## src/rtl/hazard_pkg.sv

```systemverilog
// Shared types for the load-use hazard scoreboard: the per-stage pipeline
// record and the constants used to build and compare it.
package hazard_pkg;

  localparam int REG_AW_DEF = 4;

  localparam logic [REG_AW_DEF-1:0] ZERO_REG = '0;

  typedef struct packed {
    logic                  valid;
    logic [REG_AW_DEF-1:0] dest;
    logic                  reg_write;
    logic                  mem_read;
  } stage_rec_t;

  localparam stage_rec_t NOP_REC = '0;

endpackage

```

## src/rtl/hazard_scoreboard_if.sv

```systemverilog
// ID-stage request and forwarding/stall response bundle of the hazard scoreboard.
// Handshake: no valid/ready pair; id_valid qualifies the ID fields each cycle and
// stall is the (combinational) back-pressure that makes the ID stage re-present them.
interface hazard_scoreboard_if #(
  parameter int REG_AW = 4,
  parameter int CNT_W  = 16
);
  logic              id_valid;
  logic [REG_AW-1:0] id_src1;
  logic [REG_AW-1:0] id_src2;
  logic [REG_AW-1:0] id_dest;
  logic              id_reg_write;
  logic              id_mem_read;
  logic              flush;
  logic              stall;
  logic              bubble;
  logic [REG_AW-1:0] idex_dest;
  logic [REG_AW-1:0] exmem_dest;
  logic [REG_AW-1:0] memwb_dest;
  logic              exmem_reg_write;
  logic              memwb_reg_write;
  logic [CNT_W-1:0]  stall_count;

  modport master (
    output id_valid, id_src1, id_src2, id_dest, id_reg_write, id_mem_read, flush,
    input  stall, bubble, idex_dest, exmem_dest, memwb_dest,
           exmem_reg_write, memwb_reg_write, stall_count
  );

  modport slave (
    input  id_valid, id_src1, id_src2, id_dest, id_reg_write, id_mem_read, flush,
    output stall, bubble, idex_dest, exmem_dest, memwb_dest,
           exmem_reg_write, memwb_reg_write, stall_count
  );
endinterface

```

## src/rtl/hazard_stage_reg.sv

```systemverilog
// One pipeline stage record register; reset or bubble_i loads the NOP record.
import hazard_pkg::*;

module hazard_stage_reg (
  input  logic       clk,
  input  logic       rst,
  input  logic       bubble_i,
  input  stage_rec_t rec_i,
  output stage_rec_t rec_o
);

  stage_rec_t rec_q;
  stage_rec_t rec_d;

  always_comb begin
    rec_d = rec_i;
    if (bubble_i) rec_d = NOP_REC;
  end

  always_ff @(posedge clk) begin
    if (rst) rec_q <= NOP_REC;
    else     rec_q <= rec_d;
  end

  assign rec_o = rec_q;

endmodule

```

## src/rtl/hazard_scoreboard.sv

```systemverilog
// Tracks ID/EX, EX/MEM and MEM/WB destination records for forwarding and
// raises a one-cycle stall when an instruction in ID needs a load still in EX.
import hazard_pkg::*;

module hazard_scoreboard #(
  parameter int REG_AW = REG_AW_DEF,
  parameter int CNT_W  = 16
) (
  input logic clk,
  input logic rst,
  hazard_scoreboard_if.slave bus
);

  stage_rec_t idex_rec;
  stage_rec_t exmem_rec;
  stage_rec_t memwb_rec;
  stage_rec_t id_rec;

  logic             hazard;
  logic             stall;
  logic             bubble;
  logic [CNT_W-1:0] cnt_q;
  logic [CNT_W-1:0] cnt_d;

  always_comb begin
    id_rec           = NOP_REC;
    id_rec.valid     = 1'b1;
    id_rec.dest      = bus.id_dest;
    id_rec.reg_write = bus.id_reg_write;
    id_rec.mem_read  = bus.id_mem_read;
  end

  // Only a load still in EX cannot be forwarded; anything later is covered.
  always_comb begin
    hazard = idex_rec.valid && idex_rec.mem_read && idex_rec.reg_write &&
             (idex_rec.dest != ZERO_REG) && bus.id_valid &&
             ((idex_rec.dest == bus.id_src1) || (idex_rec.dest == bus.id_src2));
    stall  = hazard && !bus.flush;
    bubble = stall || bus.flush || !bus.id_valid;
  end

  hazard_stage_reg u_idex (
    .clk(clk), .rst(rst), .bubble_i(bubble), .rec_i(id_rec), .rec_o(idex_rec)
  );

  hazard_stage_reg u_exmem (
    .clk(clk), .rst(rst), .bubble_i(1'b0), .rec_i(idex_rec), .rec_o(exmem_rec)
  );

  hazard_stage_reg u_memwb (
    .clk(clk), .rst(rst), .bubble_i(1'b0), .rec_i(exmem_rec), .rec_o(memwb_rec)
  );

  always_comb begin
    cnt_d = cnt_q;
    if (stall && (cnt_q != {CNT_W{1'b1}})) cnt_d = cnt_q + 1'b1;
  end

  always_ff @(posedge clk) begin
    if (rst) cnt_q <= '0;
    else     cnt_q <= cnt_d;
  end

  assign bus.stall           = stall;
  assign bus.bubble          = bubble;
  assign bus.idex_dest       = idex_rec.valid  ? idex_rec.dest  : ZERO_REG;
  assign bus.exmem_dest      = exmem_rec.valid ? exmem_rec.dest : ZERO_REG;
  assign bus.memwb_dest      = memwb_rec.valid ? memwb_rec.dest : ZERO_REG;
  assign bus.exmem_reg_write = exmem_rec.valid && exmem_rec.reg_write &&
                               (exmem_rec.dest != ZERO_REG);
  assign bus.memwb_reg_write = memwb_rec.valid && memwb_rec.reg_write &&
                               (memwb_rec.dest != ZERO_REG);
  assign bus.stall_count     = cnt_q;

endmodule

```

## src/flat_wrapper.sv

```systemverilog
// flat-port wrapper written by rule: the top's interface ports become plain ports
module hazard_scoreboard_flat 
#(
  parameter int REG_AW = REG_AW_DEF,
  parameter int CNT_W  = 16
)
  (clk, rst, bus_id_valid, bus_id_src1, bus_id_src2, bus_id_dest, bus_id_reg_write, bus_id_mem_read, bus_flush, bus_stall, bus_bubble, bus_idex_dest, bus_exmem_dest, bus_memwb_dest, bus_exmem_reg_write, bus_memwb_reg_write, bus_stall_count);
  hazard_scoreboard_if #(.REG_AW(REG_AW), .CNT_W(CNT_W)) bus_i ();
  input logic clk;
  input logic rst;
  input wire logic [$bits(bus_i.id_valid)-1:0] bus_id_valid;
  input wire logic [$bits(bus_i.id_src1)-1:0] bus_id_src1;
  input wire logic [$bits(bus_i.id_src2)-1:0] bus_id_src2;
  input wire logic [$bits(bus_i.id_dest)-1:0] bus_id_dest;
  input wire logic [$bits(bus_i.id_reg_write)-1:0] bus_id_reg_write;
  input wire logic [$bits(bus_i.id_mem_read)-1:0] bus_id_mem_read;
  input wire logic [$bits(bus_i.flush)-1:0] bus_flush;
  output wire logic [$bits(bus_i.stall)-1:0] bus_stall;
  output wire logic [$bits(bus_i.bubble)-1:0] bus_bubble;
  output wire logic [$bits(bus_i.idex_dest)-1:0] bus_idex_dest;
  output wire logic [$bits(bus_i.exmem_dest)-1:0] bus_exmem_dest;
  output wire logic [$bits(bus_i.memwb_dest)-1:0] bus_memwb_dest;
  output wire logic [$bits(bus_i.exmem_reg_write)-1:0] bus_exmem_reg_write;
  output wire logic [$bits(bus_i.memwb_reg_write)-1:0] bus_memwb_reg_write;
  output wire logic [$bits(bus_i.stall_count)-1:0] bus_stall_count;
  assign bus_i.id_valid = bus_id_valid;
  assign bus_i.id_src1 = bus_id_src1;
  assign bus_i.id_src2 = bus_id_src2;
  assign bus_i.id_dest = bus_id_dest;
  assign bus_i.id_reg_write = bus_id_reg_write;
  assign bus_i.id_mem_read = bus_id_mem_read;
  assign bus_i.flush = bus_flush;
  assign bus_stall = bus_i.stall;
  assign bus_bubble = bus_i.bubble;
  assign bus_idex_dest = bus_i.idex_dest;
  assign bus_exmem_dest = bus_i.exmem_dest;
  assign bus_memwb_dest = bus_i.memwb_dest;
  assign bus_exmem_reg_write = bus_i.exmem_reg_write;
  assign bus_memwb_reg_write = bus_i.memwb_reg_write;
  assign bus_stall_count = bus_i.stall_count;
  hazard_scoreboard #(.REG_AW(REG_AW), .CNT_W(CNT_W)) u_core (.clk(clk), .rst(rst), .bus(bus_i));
endmodule
```

## config.mk

```make
export PLATFORM = sky130hd
export DESIGN_NAME = hazard_scoreboard_flat
export DESIGN_NICKNAME = d
export VERILOG_FILES = /design/src/rtl/hazard_pkg.sv /design/src/rtl/hazard_scoreboard_if.sv /design/src/rtl/hazard_stage_reg.sv /design/src/rtl/hazard_scoreboard.sv /design/src/flat_wrapper.sv
export SDC_FILE = /design/constraint.sdc
export NUM_CORES = 1
export LEC_CHECK = 0
export CORE_MARGIN = 2
export CORE_UTILIZATION = 49
export CTS_BUF_LIST = sky130_fd_sc_hd__clkbuf_16
export DETAILED_ROUTE_END_ITERATION = 10
export GPL_TIMING_DRIVEN = 0
export PLACE_DENSITY = 0.88
export SYNTH_ARGS = -nofsm -noshare
export SYNTH_HDL_FRONTEND = slang
export SYNTH_SLANG_ARGS = --single-unit
```

## constraint.sdc

```tcl
create_clock -name clk -period 5.1 [get_ports clk]
set_input_delay 1.02 -clock clk [delete_from_list [all_inputs] [get_ports clk]]
set_output_delay 1.02 -clock clk [all_outputs]
set_load 0.01 [all_outputs]
```

# Word level (Yosys, flattened, before mapping)
# Index checks and enable logic that the tools add are counted.
op_classes:
  eq_ne: 3
  reduce_logical: 20
  addsub: 1
  muxes: 4
ops:
  columns: ["operator", "n"]
  rows:
  - ["$add 16x1->16 const B", 1]
  - ["$ne 16x16->1 const B", 1]
  - ["$mux 4", 3]
  - ["$reduce_bool 4->1", 3]
  - ["$logic_and 1x1->1", 11]
  - ["$eq 4x4->1", 2]
  - ["$mux 7", 1]
  - ["$logic_or 1x1->1", 3]
  - ["$logic_not 1->1", 2]
  - ["$reduce_or 2->1", 1]
totals:
  input_bits: 18
  output_inout_bits: 32
  ff_bits: 35
  wordCells: 39

# Longest topological paths before layout
logic_depth:
  depth_word: 9
  mapped_depth: 7
  ltp_nobuf: 6

# By module
# A second synthesis with hierarchy kept.
unflattened:
  cells_unflattened: 174
  area_unflattened_um2: 1626.6
modules_own_cells:
  columns: ["mod", "seq_area_each_um2", "cells_each", "instances", "area_per_inst_um2"]
  rows:
  - ["hazard_scoreboard", 320.3, 132, 1, 1048.5]
  - ["hazard_stage_reg", 140.1, 14, 3, 192.7]

# Worst setup path after synthesis
# OpenSTA, ideal clock, no wires.
synth_timing:
  kind: "input-to-output"
  from: "input port bus_id_src2[2]"
  to: "output port bus_stall"
  cell_stages: 5
  path_slack_ns: 2.037
  arrival_time_ns: 2.043
  cell_sequence: "xnor2_1 -> nand4_1 -> a2111o_1 -> buf_6 -> inv_1"
synth_between:
  elab_chain_len: 4
synth_rtl:
  columns: ["element", "line", "text"]
  rows:
  - ["start: declaration", "flat_wrapper.sv:13", "input wire logic [$bits(bus_i.id_src2)-1:0] bus_id_src2;"]
  - ["$eq 4x4->1", "hazard_scoreboard.sv:37", "((idex_rec.dest == bus.id_src1) || (idex_rec.dest == bus.id_src2));"]
  - ["$logic_or 1x1->1", "hazard_scoreboard.sv:37", null]
  - ["$logic_and 1x1->1", "hazard_scoreboard.sv:36", "(idex_rec.dest != ZERO_REG) && bus.id_valid &&"]
  - ["$logic_and 1x1->1", "hazard_scoreboard.sv:38", "stall = hazard && !bus.flush;"]
  - ["end: declaration", "flat_wrapper.sv:18", "output wire logic [$bits(bus_i.stall)-1:0] bus_stall;"]
# No other way between the ends.

# Final worst setup path
# Same ends and word-level chain as after synthesis.

==> metrics.md <==
| Metric | Value |
|---|---|
| Synth Cell Area | 0.00159 mm2 |
| Rel. slew slack | 60.6% |
| DRT iter0 DRCs | 48 |
| Commonest non-fill, non-tap cell in the layout | clkdlybuf4s50_1 |
| Clock skew | 5.82 ps |
| Post-route DRC | 0 |
| WP data arrival | 3210 ps |
| Postcts setup bufs | 0 |
| Leak pwr | 0.792 nW |
| Number of synthesized flops with an enable pin | 0 |
| Vias post-DR | 1455 |
| FFs w/ async S/R, synth | 0% |
| Commonest non-fill, non-tap cells in the layout | clkdlybuf4s50_1, dfxtp_1, and2_1, nor2b_1, a21oi_1 |
| RD Place Congestion | 0.797 |
| Final count of negative-setup-slack endpoints | 0 |
| Crit path max fanout | 10 |
| Max cap viols | 0 |
| Hold crit path type | reg2reg |
| Status | completed |
| Share of cells above drive strength 1 | 6.55% |
| Avg Cell Area, Syn | 9.22 um2 |
| Power Dens Cells | 283 mW/mm2 |
| Initial Util | 51.5% |
| Vias in the first global route | 1325 |
| # fillers | 223 |
| CTS H-tree depth | 2 |
| CTS Hold Bufs | 0 |
| WL/cell | 13.3 um |
| Sequential fraction of the synthesis area | 44.2% |
| Row cnt | 20 |
| Max-slew violation count | 0 |
| Post-route setup TNS | 0 ps |
| Synth cell types | 35 |
| Die Y | 60.9 um |
| CTS tree | done |
| Root Buffer | clkbuf_16 |
| Wire length of the first global-routing pass | 5900 um |
| Metal3 WL | 154 um |
| CTS resizes | 0 |
| Yosys warnings | 0 |
| F_max | 237 MHz |
| Area Growth Syn to Fin | 45.0% |
| Main synth FF type | dfxtp_1 |
| Drt pass-1 iters | 4 |
| Period utilisation layout | 82.9% |
| Finished Layout Cells | 273 |
| Initial antenna violation count | 0 |
| Clock Latency Late Sink | 280 ps |
| Crit Path Class | in2out |
| Core Box Area | 0.00308 mm2 |
| Met2 wire length | 1820 um |
| Detailed placer's ending HPWL | 2490 um |
| Die extent in x | 60.9 um |
| Register bit count reported by yosys | 35 |
| Post-route ant nets | 0 |
| Antenna Cells | 0 |
| Total power | 652 uW |
| CP Capture Type | output port |
| Total grt overflow | 0 |
| Slew @ Worst Pin | 590 ps |
| Largest net degree at the start of global routing | 13 |
| TritonCTS buffer count | 5 |
| IO Pins | 50 |
| Total Routed Length | 3630 um |
| Clock-pin slew on the worst setup and hold paths | 60 ps |
| DR top layer | met4 |
| Hold_ws | 464 ps |
| GRT Util Overall | 21.8% |
| Post-Syn Nets | 191 |
| Post-Syn Instances | 172 |
| Clk sinks | 35 |
| Tmin final | 4230 ps |
| Port buffer count | 49 |
| Hold Vio Cnt, Final | 0 |
| Clock Path Buffers | 2 |
| Nets | 247 |
| Maximum VDD drop | 0.241 mV |
| Wire length on met1 | 1620 um |
| CP required | 4080 ps |
| Via density | 5.33 |
| Placed cell count | 265 |
| Crit start category | primary input |
| RSZ-0062 raised after global routing | false |
| Die ar. | 0.00371 mm2 |
synthesized netlist by cell type, types with 2 or more instances:
cell	count	area [um2]
o31ai_1	8	60.1
and3_1	2	12.5
or3_1	3	18.8
xnor2_1	8	70.1
clkbuf_1	4	15.0
nand4_1	5	31.3
nor2b_1	15	93.8
nand3_1	6	30.0
o21ai_0	3	15.0
nand2_1	8	30.0
nor4_1	3	18.8
nor4_2	2	25.0
inv_1	5	18.8
or4_1	8	60.1
nor2_1	9	33.8
and2_1	18	113
dfxtp_1	35	701
mux2_1	2	22.5
a21oi_1	12	60.1
metrics by stage:
step / cell area [um2] / setup WS [ps] / util (%)
final: 2300 / 872 / 74.8
after global routing: 2300 / 815 / 74.8
after CTS: 2300 / 888 / 74.8
after detailed placement: 2130 / 922 / 69.3
after global placement: 2130 / 922 / 69.3
after floorplan: 1590 / 2040 / -
kinds of logic (layout without fill, tap and decap cells):
group | after synthesis | count (layout) | share of synthesized area [%]
simple gates | 84 | 84 | 32.3
flops | 35 | 35 | 44.2
compound gates | 30 | 30 | 13.0
buf+inv | 11 | 68 | 3.15
xor+xnor | 8 | 8 | 4.42
mux | 3 | 3 | 2.13
fa+ha+maj | 1 | 1 | 0.789
report_power, final:
part	internal [mW]	switching, mW	total [mW]
logic	0.0193	0.0120	0.0312
clock network	0.230	0.111	0.341
registers	0.277	0.00280	0.279
total	0.526	0.126	0.652
state kept, by name, indices dropped and copies added (netlist names):
register	count
u_core.u_idex.rec_o	7
u_core.u_memwb.rec_o	6
u_core.u_exmem.rec_o	6
u_core.bus.stall_count	16
metal layers:
layer / up-vias / GRT usage [%]
met3: 2 / 6.40
met4: 0 / 8.39
met1: 680 / 27.8
li1: 731 / -
met5: - / 0
met2: 42 / 35.0
final timing paths:
check | from | to | slack (ps) | cells after the start
worst max-delay path | bus_id_src2[2] | bus_stall | 870 | 7
worst min-delay path | u_core.u_exmem.rec_o[1] | u_core.u_memwb.rec_o[1] | 460 | 1
worst max register to register | u_core.bus.stall_count[1] | u_core.bus.stall_count[8] | 2700 | 7
worst min register to register | u_core.u_exmem.rec_o[1] | u_core.u_memwb.rec_o[1] | 460 | 1
area by class of cell:
cell class	count	area, um2	share of cell area, %
multi-input combinational	126	836	36.3
buffer	6	31.3	1.36
inverter	5	18.8	0.816
timing repair buffer	49	490	21.3
clock inverter	3	43.8	1.90
clock buffer	5	125	5.44
sequential	35	701	30.5
tap	44	55.1	2.39
worst max-delay path, stage by stage:
cell and delay (ps):
clkdlybuf4s50_1 480, xnor2_1 130, nand4_1 140, a2111o_1 590, buf_6 220, inv_1 100
clkdlybuf4s50_1 540
No activity file was read; power rests on OpenSTA's default activity.
